==> config.mk <==
export PLATFORM = sky130hd
export DESIGN_NAME = spi_wb_bridge_flat
export DESIGN_NICKNAME = d
export VERILOG_FILES = /design/src/rtl/spi_wb_bridge_if.sv /design/src/rtl/spi_wb_bridge.sv /design/src/flat_wrapper.sv
export SDC_FILE = /design/constraint.sdc
export NUM_CORES = 1
export LEC_CHECK = 0
export CAP_MARGIN = 20
export CORE_MARGIN = 4
export CORE_UTILIZATION = 30
export CTS_CLUSTER_DIAMETER = 40
export DETAILED_ROUTE_END_ITERATION = 12
export SETUP_SLACK_MARGIN = 0.1
export SKIP_CTS_REPAIR_TIMING = 1
export SKIP_LAST_GASP = 1
export SYNTH_ARGS = -nofsm -noshare
export SYNTH_HDL_FRONTEND = slang
export SYNTH_SLANG_ARGS = --single-unit
export TNS_END_PERCENT = 50
==> constraint.sdc <==
create_clock -name wb_clk_i -period 1.9 [get_ports wb_clk_i]
set_clock_uncertainty 0.2 [all_clocks]
set_input_delay 0.19 -clock wb_clk_i [delete_from_list [all_inputs] [get_ports wb_clk_i]]
set_output_delay 0.19 -clock wb_clk_i [all_outputs]
set_load 0.03 [all_outputs]
==> src/rtl/spi_wb_bridge_if.sv <==
// Classic single-beat Wishbone link between the SPI debug bridge (master) and the interconnect (slave).
interface spi_wb_bridge_if;
   logic [31:0] adr;
   logic [31:0] dat_w;
   logic [31:0] dat_r;
   logic [3:0]  sel;
   logic        we;
   logic        cyc;
   logic        stb;
   logic [2:0]  cti;
   logic        ack;
   logic        err;

   modport master (output adr, dat_w, sel, we, cyc, stb, cti, input dat_r, ack, err);
   modport slave  (input adr, dat_w, sel, we, cyc, stb, cti, output dat_r, ack, err);
endinterface

==> src/rtl/spi_wb_bridge.sv <==
// SPI mode-0 slave giving a debug host single-beat Wishbone access; SPI pins are oversampled in the
// Wishbone clock domain, so SCLK must stay at or below wb_clk_i/8.
module spi_wb_bridge #(
   parameter int unsigned SYNC_STAGES = 2,
   parameter int unsigned WB_TIMEOUT  = 32,
   parameter logic [31:0] ERR_DATA    = 32'hDEAD_BEEF
) (
   input  logic            wb_clk_i,
   input  logic            wb_rst_i,
   input  logic            spi_cs_n_i,
   input  logic            spi_sclk_i,
   input  logic            spi_mosi_i,
   output logic            spi_miso_o,
   output logic            spi_miso_oe_o,
   spi_wb_bridge_if.master wbm
);
   typedef enum logic [2:0] {
      S_IDLE, S_CMD, S_ADDR, S_WDATA, S_DUMMY, S_RDATA, S_STATUS, S_IGNORE
   } state_e;

   localparam logic [7:0] CMD_WRITE  = 8'h02;
   localparam logic [7:0] CMD_READ   = 8'h03;
   localparam logic [7:0] CMD_STATUS = 8'h05;
   localparam int unsigned TMR_W     = $clog2(WB_TIMEOUT + 1);

   state_e state_q, state_d;

   logic [SYNC_STAGES-1:0] cs_sync_q, cs_sync_d;
   logic [SYNC_STAGES-1:0] sclk_sync_q, sclk_sync_d;
   logic [SYNC_STAGES-1:0] mosi_sync_q, mosi_sync_d;
   logic                   sclk_prev_q, sclk_prev_d;
   logic [2:0]             bit_cnt_q, bit_cnt_d;
   logic [2:0]             byte_cnt_q, byte_cnt_d;
   logic [7:0]             rx_q, rx_d;
   logic [31:0]            tx_q, tx_d;
   logic                   shift_pend_q, shift_pend_d;
   logic                   cmd_wr_q, cmd_wr_d;
   logic [31:0]            adr_q, adr_d;
   logic [31:0]            wdat_q, wdat_d;
   logic [31:0]            rdat_q, rdat_d;
   logic                   cyc_q, cyc_d;
   logic                   we_q, we_d;
   logic [TMR_W-1:0]       tmr_q, tmr_d;
   logic                   err_q, err_d;

   logic       cs_act, sclk_s, mosi_s, sclk_rise, sclk_fall, byte_done;
   logic [7:0] rx_next;
   logic       adr_shift, dat_shift, launch_rd, launch_wr;
   logic       load_status, load_rdata, status_done, busy_reject, err_set;

   assign cs_act    = ~cs_sync_q[SYNC_STAGES-1];
   assign sclk_s    = sclk_sync_q[SYNC_STAGES-1];
   assign mosi_s    = mosi_sync_q[SYNC_STAGES-1];
   assign sclk_rise = cs_act &  sclk_s & ~sclk_prev_q;
   assign sclk_fall = cs_act & ~sclk_s &  sclk_prev_q;
   assign rx_next   = {rx_q[6:0], mosi_s};
   assign byte_done = sclk_rise && (bit_cnt_q == 3'd7);

   // NOTE: sequential state uses non-blocking assignments so every flop samples pre-edge values.
   always_ff @(posedge wb_clk_i) begin
      if (wb_rst_i) state_q <= S_IDLE;
      else          state_q <= state_d;
   end

   // NOTE: every always_comb output gets a default first, so no path can infer a latch.
   always_comb begin
      state_d = state_q;
      if (!cs_act) begin
         state_d = S_IDLE;
      end else begin
         unique case (state_q)
            S_IDLE:  state_d = S_CMD;
            S_CMD: if (byte_done) begin
               if ((rx_next == CMD_WRITE || rx_next == CMD_READ) && !cyc_q) state_d = S_ADDR;
               else if (rx_next == CMD_STATUS)                               state_d = S_STATUS;
               else                                                          state_d = S_IGNORE;
            end
            S_ADDR:  if (byte_done && byte_cnt_q == 3'd3) state_d = cmd_wr_q ? S_WDATA : S_DUMMY;
            S_WDATA: if (byte_done && byte_cnt_q == 3'd3) state_d = S_IGNORE;
            S_DUMMY: if (byte_done) state_d = S_RDATA;
            default: ;
         endcase
      end
   end

   always_comb begin
      adr_shift   = 1'b0;
      dat_shift   = 1'b0;
      launch_rd   = 1'b0;
      launch_wr   = 1'b0;
      load_status = 1'b0;
      load_rdata  = 1'b0;
      status_done = 1'b0;
      busy_reject = 1'b0;
      if (byte_done) begin
         unique case (state_q)
            S_CMD: begin
               load_status = (rx_next == CMD_STATUS);
               busy_reject = (rx_next == CMD_WRITE || rx_next == CMD_READ) && cyc_q;
            end
            S_ADDR: begin
               adr_shift = 1'b1;
               launch_rd = (byte_cnt_q == 3'd3) && !cmd_wr_q;
            end
            S_WDATA: begin
               dat_shift = 1'b1;
               launch_wr = (byte_cnt_q == 3'd3);
            end
            S_DUMMY:  load_rdata  = 1'b1;
            S_STATUS: status_done = (byte_cnt_q == 3'd0);
            default: ;
         endcase
      end
   end

   // SPI datapath: byte assembly and the MISO shifter, all flushed while CS is inactive.
   always_comb begin
      cs_sync_d    = {cs_sync_q[SYNC_STAGES-2:0], spi_cs_n_i};
      sclk_sync_d  = {sclk_sync_q[SYNC_STAGES-2:0], spi_sclk_i};
      mosi_sync_d  = {mosi_sync_q[SYNC_STAGES-2:0], spi_mosi_i};
      sclk_prev_d  = sclk_s;
      bit_cnt_d    = bit_cnt_q;
      byte_cnt_d   = byte_cnt_q;
      rx_d         = rx_q;
      tx_d         = tx_q;
      shift_pend_d = shift_pend_q;
      cmd_wr_d     = cmd_wr_q;
      if (!cs_act) begin
         bit_cnt_d    = 3'd0;
         byte_cnt_d   = 3'd0;
         rx_d         = 8'h00;
         tx_d         = 32'h0;
         shift_pend_d = 1'b0;
      end else begin
         if (sclk_rise) begin
            bit_cnt_d    = bit_cnt_q + 3'd1;
            rx_d         = rx_next;
            // Only bits clocked out in a data phase advance the shifter, so the first bit survives
            // the falling edge that closes the command or dummy byte.
            shift_pend_d = (state_q == S_RDATA) || (state_q == S_STATUS);
         end else if (sclk_fall && shift_pend_q) begin
            tx_d         = {tx_q[30:0], 1'b0};
            shift_pend_d = 1'b0;
         end
         if (state_d != state_q)                       byte_cnt_d = 3'd0;
         else if (byte_done && byte_cnt_q != 3'd7)     byte_cnt_d = byte_cnt_q + 3'd1;
         if (byte_done && state_q == S_CMD)            cmd_wr_d   = (rx_next == CMD_WRITE);
         if (load_status)                              tx_d = {6'b0, err_q, cyc_q, 24'h0};
         else if (load_rdata)                          tx_d = rdat_q;
      end
   end

   // Bus engine runs on its own once launched, so a CS rise never cuts a cycle short.
   always_comb begin
      adr_d   = adr_shift ? {adr_q[23:0], rx_next} : adr_q;
      wdat_d  = dat_shift ? {wdat_q[23:0], rx_next} : wdat_q;
      rdat_d  = rdat_q;
      cyc_d   = cyc_q;
      we_d    = we_q;
      tmr_d   = tmr_q;
      err_set = busy_reject;
      if (cyc_q) begin
         tmr_d = tmr_q + 1'b1;
         if (wbm.ack) begin
            cyc_d = 1'b0;
            we_d  = 1'b0;
            if (!we_q) rdat_d = wbm.dat_r;
         end else if (wbm.err || tmr_q == TMR_W'(WB_TIMEOUT - 1)) begin
            cyc_d   = 1'b0;
            we_d    = 1'b0;
            err_set = 1'b1;
            if (!we_q) rdat_d = ERR_DATA;
         end
      end else if (launch_wr || launch_rd) begin
         cyc_d = 1'b1;
         we_d  = launch_wr;
         tmr_d = '0;
      end
      err_d = err_set ? 1'b1 : (status_done ? 1'b0 : err_q);
   end

   always_ff @(posedge wb_clk_i) begin
      if (wb_rst_i) begin
         cs_sync_q    <= '1;
         sclk_sync_q  <= '0;
         mosi_sync_q  <= '0;
         sclk_prev_q  <= 1'b0;
         bit_cnt_q    <= 3'd0;
         byte_cnt_q   <= 3'd0;
         rx_q         <= 8'h00;
         tx_q         <= 32'h0;
         shift_pend_q <= 1'b0;
         cmd_wr_q     <= 1'b0;
         adr_q        <= 32'h0;
         wdat_q       <= 32'h0;
         rdat_q       <= 32'h0;
         cyc_q        <= 1'b0;
         we_q         <= 1'b0;
         tmr_q        <= '0;
         err_q        <= 1'b0;
      end else begin
         cs_sync_q    <= cs_sync_d;
         sclk_sync_q  <= sclk_sync_d;
         mosi_sync_q  <= mosi_sync_d;
         sclk_prev_q  <= sclk_prev_d;
         bit_cnt_q    <= bit_cnt_d;
         byte_cnt_q   <= byte_cnt_d;
         rx_q         <= rx_d;
         tx_q         <= tx_d;
         shift_pend_q <= shift_pend_d;
         cmd_wr_q     <= cmd_wr_d;
         adr_q        <= adr_d;
         wdat_q       <= wdat_d;
         rdat_q       <= rdat_d;
         cyc_q        <= cyc_d;
         we_q         <= we_d;
         tmr_q        <= tmr_d;
         err_q        <= err_d;
      end
   end

   assign spi_miso_o    = tx_q[31];
   assign spi_miso_oe_o = cs_act;
   assign wbm.adr       = adr_q;
   assign wbm.dat_w     = wdat_q;
   assign wbm.sel       = 4'hF;
   assign wbm.we        = we_q;
   assign wbm.cyc       = cyc_q;
   assign wbm.stb       = cyc_q;
   assign wbm.cti       = 3'b000;
endmodule

==> src/flat_wrapper.sv <==
// flat-port wrapper written by rule: the top's interface ports become plain ports
module spi_wb_bridge_flat 
#(
   parameter int unsigned SYNC_STAGES = 2,
   parameter int unsigned WB_TIMEOUT  = 32,
   parameter logic [31:0] ERR_DATA    = 32'hDEAD_BEEF
)
  (wb_clk_i, wb_rst_i, spi_cs_n_i, spi_sclk_i, spi_mosi_i, spi_miso_o, spi_miso_oe_o, wbm_adr, wbm_dat_w, wbm_sel, wbm_we, wbm_cyc, wbm_stb, wbm_cti, wbm_dat_r, wbm_ack, wbm_err);
  spi_wb_bridge_if wbm_i ();
  input  logic wb_clk_i;
  input  logic wb_rst_i;
  input  logic spi_cs_n_i;
  input  logic spi_sclk_i;
  input  logic spi_mosi_i;
  output logic spi_miso_o;
  output logic spi_miso_oe_o;
  output wire logic [$bits(wbm_i.adr)-1:0] wbm_adr;
  output wire logic [$bits(wbm_i.dat_w)-1:0] wbm_dat_w;
  output wire logic [$bits(wbm_i.sel)-1:0] wbm_sel;
  output wire logic [$bits(wbm_i.we)-1:0] wbm_we;
  output wire logic [$bits(wbm_i.cyc)-1:0] wbm_cyc;
  output wire logic [$bits(wbm_i.stb)-1:0] wbm_stb;
  output wire logic [$bits(wbm_i.cti)-1:0] wbm_cti;
  input wire logic [$bits(wbm_i.dat_r)-1:0] wbm_dat_r;
  input wire logic [$bits(wbm_i.ack)-1:0] wbm_ack;
  input wire logic [$bits(wbm_i.err)-1:0] wbm_err;
  assign wbm_adr = wbm_i.adr;
  assign wbm_dat_w = wbm_i.dat_w;
  assign wbm_sel = wbm_i.sel;
  assign wbm_we = wbm_i.we;
  assign wbm_cyc = wbm_i.cyc;
  assign wbm_stb = wbm_i.stb;
  assign wbm_cti = wbm_i.cti;
  assign wbm_i.dat_r = wbm_dat_r;
  assign wbm_i.ack = wbm_ack;
  assign wbm_i.err = wbm_err;
  spi_wb_bridge #(.SYNC_STAGES(SYNC_STAGES), .WB_TIMEOUT(WB_TIMEOUT), .ERR_DATA(ERR_DATA)) u_core (.wb_clk_i(wb_clk_i), .wb_rst_i(wb_rst_i), .spi_cs_n_i(spi_cs_n_i), .spi_sclk_i(spi_sclk_i), .spi_mosi_i(spi_mosi_i), .spi_miso_o(spi_miso_o), .spi_miso_oe_o(spi_miso_oe_o), .wbm(wbm_i));
endmodule
==> qor.txt <==
status = finished, violations left
failing checks = negative setup slack
Slew headroom = 64.0%
Synth area leaders = dfxtp_1, nand2_1, a21oi_1
hold path start = spi_sclk_i
Hold Path End = u_core.sclk_sync_q[0]
Clock Latency Late Sink = 0.42 ns
most frequent cells in the layout = dfxtp_1, nand2_1, clkdlybuf4s50_1
nets = 904
drt pass-1 iters = 4
Initial Utilization = 30.5%
final worst slack = -0.160 ns
Clock Pin Slew Worst Setup and Hold Paths = 0.07 ns
RSZ-0062 raised after global routing = yes
post-DR vias/cell = 4.79
final WL = 17,400 um
Remaining DRCs = 0
CTS max path bufs = 2
CTS tree = built
Area Growth Syn to Fin = 48.0%
ANT nets after route = 0
via count = 5,484
post-layout min period = 2.06 ns
I/O pin total = 115
Max Cap Viol = 0
CTS buffer count = 17
VDD IR max = 0.537 mV
CP peak stage delay = 0.53 ns
root buf cell = clkbuf_16
CP Capture Type = register
Ys Warns = 0
min-delay worst type = input pin to register
period utilization = 108%
CTS sink cnt = 162
# rows = 53
Die H = 154 um
WS Path Type = register to register
R2R depth = 6
Seq/Total Area, Yosys = 50.8%
FF-to-FF Start = u_core.rx_q[5]
EDFF count, synth = 0
port bufs = 107
Worst Tran Pin Value = 0.537 ns
# diodes = 0
total track usage = 13.8%
hpwl dp = 10,900 um
Finished Core Util = 45.1%
antenna violations before repair = 0
DR WL/cell = 15.2 um
Mapped Area = 0.00639 mm^2
largest net degree at the start of global routing = 72
async set-reset flop share out of synthesis = 0%
Final Hold Viols = 0
crit-path cells = or4_4, or3_4, o21ai_4, buf_12, clkbuf_16, a211oi_2
Crit Reg-Reg Endpoint = u_core.tx_q[3]
PwrDens = 741 mW/mm^2
die area = 0.0237 mm^2
Max FO, Critical Path = 8
share of cells above drive strength 1 = 27.0%
slowest CP cell = or4_4
number of global-route vias before repair = 5,155
Worst EP required = 2.00 ns
Placer Congestion = 0.767
final setup vio count = 123
predominant post-synthesis flop cell = dfxtp_1
first-pass GRT wire length = 26,800 um
Synth Area per Inst = 8.89 um^2
Cells after Synth = 719
leading cell type in the layout, fill and taps excluded = dfxtp_1
Placed Cells = 1,099
worst hold margin = 0.127 ns
Synth top area share = 50.8%
worst reg2reg setup slack = -0.16 ns
arrival time worst endpoint = 2.16 ns
Core Area = 0.0210 mm^2
GRT Residual Overflow = 0
largest area contributor in the netlist = dfxtp_1
die width = 154 um
startpoint types = register
Distinct cells, synth = 52
leakage = 3.49 nW
fin. max-slew vios = 0
H-tree levels = 4
Fmax achieved = 0.486 GHz
Cells on Worst Hold Path = 2
Seq cells post-synth = 162
DRT iter0 DRCs = 238
final std cells w/o fill = 1,146
[kinds of logic after synthesis]
family,Yosys count,synth area share [%]
flops,162,50.8
simple gates,259,17.8
other cells,2,0.118
mux,30,4.70
xor+xnor,5,0.686
buf+inv,70,5.27
compound gates,183,19.2
fa+ha+maj,8,1.53
[critical path: cells and delay by family, from the launching register on]
kind            cells  cell delay (ns)
flops               1             0.32
simple gates        2             0.91
compound gates      2             0.22
buf+inv             2             0.30
[state kept, by name, summed over array words and instances (netlist names)]
name and count:
u_core.byte_cnt_q 3, u_core.shift_pend_q 1, u_core.rdat_q 32, u_core.wbm.cyc 1
u_core.bit_cnt_q 3, u_core.state_q 3, u_core.sclk_sync_q 2, u_core.err_q 1
u_core.sclk_prev_q 1, u_core.cs_sync_q 2, u_core.wbm.we 1, u_core.wbm.adr 32
u_core.rx_q 7, u_core.tmr_q 6, u_core.tx_q 32, u_core.wbm.dat_w 32
u_core.cmd_wr_q 1, u_core.mosi_sync_q 2
[power by group]
| group | total [mW] | switching (mW) | internal, mW |
|---|---|---|---|
| Clock | 3.36 | 1.46 | 1.90 |
| Sequential | 3.40 | 0.00408 | 3.40 |
| Combinational | 0.238 | 0.123 | 0.115 |
[per-stage QoR]
stage / TNS, ns / setup WS (ns) / cell area (um^2) / power (mW)
floorplan: -1.38 / -0.0724 / 6610 / 3.58
CTS: -13.61 / -0.239 / 8810 / 7.08
global route: -16.99 / -0.194 / 9460 / 7.25
finish: -8.04 / -0.160 / 9460 / 7.01
global placement: -9.56 / -0.193 / 8230 / 3.70
detailed placement: -11.64 / -0.232 / 8230 / 3.70
[synthesized netlist by cell type (5+ instances only)]
cell type  number
dfxtp_1       162
nand2_1       162
a21oi_1        92
nor2_1         45
clkbuf_1       30
mux2i_1        30
a211oi_1       27
o221a_2        24
buf_2          17
o21ai_0        17
inv_1           9
buf_4           8
nand3_1         8
ha_1            7
nor2b_1         7
nor3_1          6
o211ai_1        5
[layout make-up]
class                      instances  area, um^2
fill                            2025       11500
multi-input combinational        492        3380
clock inverter                    12         123
clock buffer                      20         457
inverter                          10        37.5
sequential                       162        3250
tap                              275         344
timing repair buffer             175        1860
[routing by layer]
layer / global-route usage, % / routed length, um / vias to the layer above
li1: - / - / 2766
met1: 18.8 / 8040 / 2604
met2: 21.0 / 8300 / 103
met3: 4.28 / 856 / 11
met4: 4.04 / 218 / 0
met5: 0 / 0 / -
[worst max path at each step]
| stage | start | cells after the start | endpoint |
|---|---|---|---|
| after detailed placement | u_core.bit_cnt_q[1] | 7 | u_core.tx_q[6] |
| after global routing | u_core.bit_cnt_q[1] | 8 | u_core.tx_q[5] |
| after CTS | u_core.bit_cnt_q[1] | 7 | u_core.tx_q[6] |
| after global placement | u_core.bit_cnt_q[1] | 7 | u_core.tx_q[31] |
| after floorplan | u_core.bit_cnt_q[1] | 8 | u_core.tx_q[24] |
| final | u_core.rx_q[5] | 6 | u_core.tx_q[3] |
(Power assumes the default switching activity.)
